## config.mk

```make
export PLATFORM = sky130hd
export DESIGN_NAME = alu_share_arbiter
export DESIGN_NICKNAME = d
export VERILOG_FILES = /design/src/rtl/alu_share_arbiter.sv
export SDC_FILE = /design/constraint.sdc
export NUM_CORES = 1
export LEC_CHECK = 0
export BUFFER_PORTS_ARGS = -buffer_cell sky130_fd_sc_hd__buf_2
export CORE_AREA = 4 4 108 110
export CTS_BUF_LIST = sky130_fd_sc_hd__clkbuf_16
export DETAILED_ROUTE_END_ITERATION = 7
export DIE_AREA = 0 0 112 114
export PLACE_DENSITY = 0.82
export SLEW_MARGIN = 20
export SYNTH_ARGS = -nofsm -noshare
export SYNTH_HDL_FRONTEND = slang
export SYNTH_SLANG_ARGS = --single-unit
```

## constraint.sdc

```tcl
create_clock -name clk -period 4.89 [get_ports clk]
set_input_delay 0.978 -clock clk [delete_from_list [all_inputs] [get_ports clk]]
set_output_delay 0.978 -clock clk [all_outputs]
set_load 0.02 [all_outputs]
```

## src/rtl/alu_share_arbiter.sv

```systemverilog
// alu_share_arbiter: two requesters share one registered ALU.
// Round-robin grant, one transaction in flight, response held until taken.
// Optional build macro ALU_ARB_OPCHECK_EN: opcodes above SUB bypass the ALU
// and return an error response one cycle after accept.
module alu_share_arbiter #(
    parameter int WIDTH = 32
) (
    input  logic             clk,
    input  logic             rst,
    input  logic             req0_valid,
    input  logic [3:0]       req0_op,
    input  logic [WIDTH-1:0] req0_a,
    input  logic [WIDTH-1:0] req0_b,
    output logic             req0_ready,
    input  logic             req1_valid,
    input  logic [3:0]       req1_op,
    input  logic [WIDTH-1:0] req1_a,
    input  logic [WIDTH-1:0] req1_b,
    output logic             req1_ready,
    output logic             rsp_valid,
    input  logic             rsp_ready,
    output logic             rsp_id,
    output logic [WIDTH-1:0] rsp_result,
    output logic             rsp_zero,
    output logic             rsp_err,
    output logic [3:0]       alu_op,
    output logic [WIDTH-1:0] alu_in1,
    output logic [WIDTH-1:0] alu_in2,
    input  logic [WIDTH-1:0] alu_out,
    input  logic             alu_zero
);

    typedef enum logic [1:0] {
        ST_IDLE = 2'd0,
        ST_EXEC = 2'd1,
        ST_WAIT = 2'd2,
        ST_RESP = 2'd3
    } state_t;

    state_t           state_q, state_d;
    logic             last_grant_q;
    logic             rsp_id_q;
    logic [WIDTH-1:0] rsp_result_q;
    logic             rsp_zero_q;
    logic [3:0]       alu_op_q;
    logic [WIDTH-1:0] alu_in1_q;
    logic [WIDTH-1:0] alu_in2_q;

    logic             grant;
    logic             any_valid;
    logic             accept;
    logic             op_illegal;
    logic [3:0]       sel_op;
    logic [WIDTH-1:0] sel_a;
    logic [WIDTH-1:0] sel_b;

    // Round-robin grant and selection of the granted requester's operands
    always_comb begin
        grant = 1'b0;
        if (req0_valid && req1_valid) begin
            grant = ~last_grant_q;
        end else if (req1_valid) begin
            grant = 1'b1;
        end
        any_valid = req0_valid | req1_valid;
        accept    = (state_q == ST_IDLE) && any_valid;
        sel_op    = grant ? req1_op : req0_op;
        sel_a     = grant ? req1_a  : req0_a;
        sel_b     = grant ? req1_b  : req0_b;
`ifdef ALU_ARB_OPCHECK_EN
        op_illegal = (sel_op > 4'd3);
`else
        op_illegal = 1'b0;
`endif
    end

    // FSM state register
    always_ff @(posedge clk) begin
        if (rst) begin
            state_q <= ST_IDLE;
        end else begin
            state_q <= state_d;
        end
    end

    // FSM next state, handshake outputs
    always_comb begin
        state_d    = state_q;
        req0_ready = 1'b0;
        req1_ready = 1'b0;
        rsp_valid  = 1'b0;
        case (state_q)
            ST_IDLE: begin
                if (any_valid) begin
                    req0_ready = ~grant;
                    req1_ready = grant;
                    state_d    = op_illegal ? ST_RESP : ST_EXEC;
                end
            end
            ST_EXEC: state_d = ST_WAIT;
            ST_WAIT: state_d = ST_RESP;
            ST_RESP: begin
                rsp_valid = 1'b1;
                if (rsp_ready) begin
                    state_d = ST_IDLE;
                end
            end
            default: state_d = ST_IDLE;
        endcase
    end

    // Operand latch and response capture. The latched operands are the ALU
    // drive registers themselves, so the ALU sees them during EXEC and its
    // registered result is ready to capture in WAIT. They only change on a
    // legal accept, so they hold steady through IDLE.
    always_ff @(posedge clk) begin
        if (rst) begin
            last_grant_q <= 1'b1;
            rsp_id_q     <= 1'b0;
            rsp_result_q <= '0;
            rsp_zero_q   <= 1'b0;
            alu_op_q     <= 4'd0;
            alu_in1_q    <= '0;
            alu_in2_q    <= '0;
        end else begin
            if (accept) begin
                last_grant_q <= grant;
                rsp_id_q     <= grant;
                if (op_illegal) begin
                    rsp_result_q <= '0;
                    rsp_zero_q   <= 1'b0;
                end else begin
                    alu_op_q  <= sel_op;
                    alu_in1_q <= sel_a;
                    alu_in2_q <= sel_b;
                end
            end
            if (state_q == ST_WAIT) begin
                rsp_result_q <= alu_out;
                rsp_zero_q   <= alu_zero;
            end
        end
    end

`ifdef ALU_ARB_OPCHECK_EN
    logic rsp_err_q;

    // Error flag: set on an illegal-opcode accept, cleared on a legal one
    always_ff @(posedge clk) begin
        if (rst) begin
            rsp_err_q <= 1'b0;
        end else if (accept) begin
            rsp_err_q <= op_illegal;
        end
    end

    assign rsp_err = rsp_err_q;
`else
    assign rsp_err = 1'b0;
`endif

    assign rsp_id     = rsp_id_q;
    assign rsp_result = rsp_result_q;
    assign rsp_zero   = rsp_zero_q;
    assign alu_op     = alu_op_q;
    assign alu_in1    = alu_in1_q;
    assign alu_in2    = alu_in2_q;

endmodule

```

After elaboration in Yosys (flattened, before gate mapping)
Index checks and enable logic that the tools add are counted.
{"block": "totals", "regBits": 105, "inputBits": 174, "out_inout_bits": 106}
{"block": "classes", "eq_ne": 5, "n_mux": 13, "bitwise": 3, "reduce_logical": 4}
{"cell": "two-way mux 32 bit", "count": 2}
{"cell": "one-hot mux 2 bit (4 select lines)", "count": 1}
{"cell": "two-way mux 1 bit", "count": 7}
{"cell": "equality test 2 bit (second input constant)", "count": 2}
{"cell": "two-way mux 2 bit", "count": 2}
{"cell": "two-way mux 4 bit", "count": 1}
{"cell": "!= test 2 bit (second input constant)", "count": 2}
{"cell": "equality test 2 x 1 -> 1 bit (second input constant)", "count": 1}
{"cell": "logical AND 1 bit", "count": 2}
{"cell": "zero test 2 bit", "count": 1}
{"cell": "NOT 1 bit", "count": 2}
{"cell": "AND reduction 2 bit", "count": 1}
{"cell": "OR 1 bit", "count": 1}

Depth between registers and ports, before layout
{"block": "depth", "ltp_word": 5, "mapped_depth": 7, "ltp_nobuf": 5}

Worst setup path before layout
OpenSTA, ideal clock, no wires.
{"block": "synth_timing", "path_type": "in2out", "startpoint": "in req1_valid", "endpoint": "out req1_ready", "arrival_time_ps": 1581, "required_ps": 3912, "slack_ps": 2331, "path_stages": 3, "path_buffers": 1, "cell_sequence": "a21boi_4 > buf_6 > and2_1"}
{"block": "synth_via", "elab_chain_cells": 4, "word_cells_on_any_way": 6, "cone_classes": "4 x mux; 1 x bitwise; 1 x reduce/logical"}
{"element": "start: declaration", "line_no": "15", "rtl": "input logic req1_valid,"}
{"element": "two-way mux 1 bit or logical AND 1 bit (tied branches)", "line_no": "62, 60"}
{"element": "two-way mux 1 bit", "line_no": "60", "rtl": "if (req0_valid && req1_valid) begin"}
{"element": "two-way mux 1 bit (*)", "line_no": "94", "rtl": "if (any_valid) begin"}
{"element": "two-way mux 1 bit (*)", "line_no": "92", "rtl": "case (state_q)"}
{"element": "end: declaration", "line_no": "19", "rtl": "output logic req1_ready,"}
Mark *: on every way between the ends. The rest lies on a longest branch, timed or not.

Final worst setup path
Same ends and word-level chain as after synthesis.

==> run metrics <==
status completed; hold buffers post-CTS 0; Reg power frac 38.4%; # Post-CTS Setup Buffers 0; initial DRC count 383; post_cts resized 0; Die Width 112 µm; Synthesized Nets 557; Skew-Pair Late Insertion Delay 0.34 ns; #FFs+latches synth 105; fin. max-slew vios 0; fraction of registers with async set/reset 0%; H-tree depth 3; PwrDens 526 nW/µm²; drt via density 5.19; Final HPWL DP 9.37 mm; Comb pwr share 36.4%; Synthesis Warnings 0; area leader, netlist dfxtp_1; initial antenna violation count 0; Fill cells 934; register-to-register setup slack 2.39 ns; buffer depth of the longest clock path 2; Synth area leaders dfxtp_1, a221o_1, and3_1; net switching power 1.11 mW; total die area 12800 µm²; Clock transition at path regs 0.07 ns; Top Ports 280; drt drc 0; Internal 1.97 mW; clock tree from TritonCTS done; NumNets Final 811; clock network power share 25.2%; Final Hold Vio Count 0; site row count 38; arrival time at the worst endpoint 2.24 ns; die span in y 114 µm; unrepaired setup endpoints after global routing no; Max-Cap Viols 0; number of CTS-inserted buffers 9; proportion of layout cells with a drive suffix above 1 47.6%; vias in the first global route 4150; Total GRT Usage 19.1%; via count 4039; Starting Density 39.0%; largest net degree at the start of global routing 71; Min-Delay Path Class reg -> reg; cells after synthesis 379; clk sinks 105; final setup vio count 0; DR pass1 iterations 5; Synth Cell Area 4180 µm²; TNS Setup 0 ns; Overflow after GRT 0; commonest cells in the netlist dfxtp_1, a221o_1, and3_1; Crit Path Max Fanout 70; clock root buffer clkbuf_16; synthesis-to-finish area growth 40.3%; Max VDD drop 0.000263 V; Core Footprint 10700 µm²; Routed Antenna Nets 0; Required @ worst endpoint 3.91 ns; number of enable flip-flop cells after synthesis 0; Fin Hold WS 0.485 ns; Final GP Congestion 0.846; period utilization 65.8%; syn avg cell area 11.0 µm²; endpoint type of the worst setup path output pin; total wire length 12.8 mm; Lkg Pwr 3.13 nW; first-pass GRT wire length 20.5 mm; Sw Ratio 36.0%; min cycle time layout 3.22 ns; Fin Clk Skew 0.0109 ns; commonest register cell after synthesis dfxtp_1; Slew HR 33.2%; worst-margin pin slew 1.00 ns; Peak Freq 311 MHz; Synth cell types 28; Avg WL per Cell 16.5 µm; top-area cell type share of the netlist area 50.3%; Crit Path Category in -> out; Diodes inserted 0; most common cell in the netlist dfxtp_1; element type at the critical path start input port; register area share after synthesis 50.3%; PortBufs 278
[layer usage]
metal  global-route usage, %  part of all wire [%]  vias up
met5                       0                     0        -
met4                    4.57                  0.71        0
met3                    7.00                   9.8        8
met2                    32.7                    49      192
met1                    23.1                    41     1901
li1                        -                     -     1938
[flip-flops by register name, indices dropped and copies added, names as in the netlist]
signal,count
state_q,2
rsp_id,1
alu_in1,32
alu_op,4
alu_in2,32
rsp_zero,1
last_grant_q,1
rsp_result,32
[worst paths after layout]
| kind | from | endpoint | cells past startpoint |
|---|---|---|---|
| max | req1_valid | req1_ready | 5 |
| min | alu_in2[3] | alu_in2[3] | 1 |
| max reg2reg | state_q[0] | alu_in1[26] | 5 |
| min reg2reg | alu_in2[3] | alu_in2[3] | 1 |
[worst max-delay path: stages]
cell	delay, ns
buf_2	0.14
a21boi_4	0.19
buf_4	0.48
and2_1	0.21
buf_2	0.16
[cells by family (layout without fill, tap and decap cells)]
logic type               count (synthesis)  count (layout)  share of synthesized area [%]
AO/OA/AOI/OAI                           78              78                           18.2
adder cells (fa/ha/maj)                  4               4                           1.20
buffers and inverters                   41             300                           6.50
flip-flops                             105             105                           50.3
multiplexers                            36              36                           8.63
other                                    1               1                         0.0898
AND/OR/NAND/NOR                        114             114                           15.1
[placed cells by master, fill, tap and decap left out, types with 2 or more instances in the layout]
| master | Yosys | final |
|---|---|---|
| buf_2 | 10 | 278 |
| o21ai_0 | 3 | 3 |
| clkbuf_16 | 0 | 9 |
| dfxtp_1 | 105 | 105 |
| buf_4 | 2 | 2 |
| nor2_1 | 39 | 39 |
| a221o_1 | 65 | 65 |
| a211oi_1 | 3 | 3 |
| o41ai_1 | 2 | 2 |
| nor2b_1 | 3 | 3 |
| and3_1 | 65 | 65 |
| inv_1 | 3 | 3 |
| mux2i_1 | 36 | 36 |
| ha_1 | 4 | 3 |
| bufinv_16 | 0 | 2 |
[through the flow]
step           cells  area (µm²)  power, mW  util [%]  setup WS (ns)
5_1_grt          778        5860       3.24      54.8           1.58
4_1_cts          777        5830       3.09      54.5           1.60
2_1_floorplan    379        4180       1.96         -           2.33
6_report         778        5860       3.08      54.8           1.67
3_5_place_dp     761        5500       2.31      51.5           1.25
3_3_place_gp     761        5500       2.27      51.5           1.39
[layout make-up]
cell class | instances | area, µm² | share of cell area [%]
multi-input cells | 233 | 1810 | 30.9
inverters | 3 | 11.3 | 0.192
clock inverters | 7 | 101 | 1.73
clock buffers | 9 | 225 | 3.84
flip-flops and latches | 105 | 2100 | 35.9
well taps | 140 | 175 | 2.99
repair buffers | 281 | 1430 | 24.5
[power by group through the flow]
stage | combinational [mW] | sequential (mW) | clock, mW
5_1_grt | 1.21 | 1.21 | 0.827
3_5_place_dp | 1.11 | 1.19 | 0
3_3_place_gp | 1.08 | 1.19 | 0
6_report | 1.12 | 1.18 | 0.777
2_1_floorplan | 0.534 | 1.43 | 0
4_1_cts | 1.12 | 1.18 | 0.792
No activity file was read; power rests on OpenSTA's default activity.
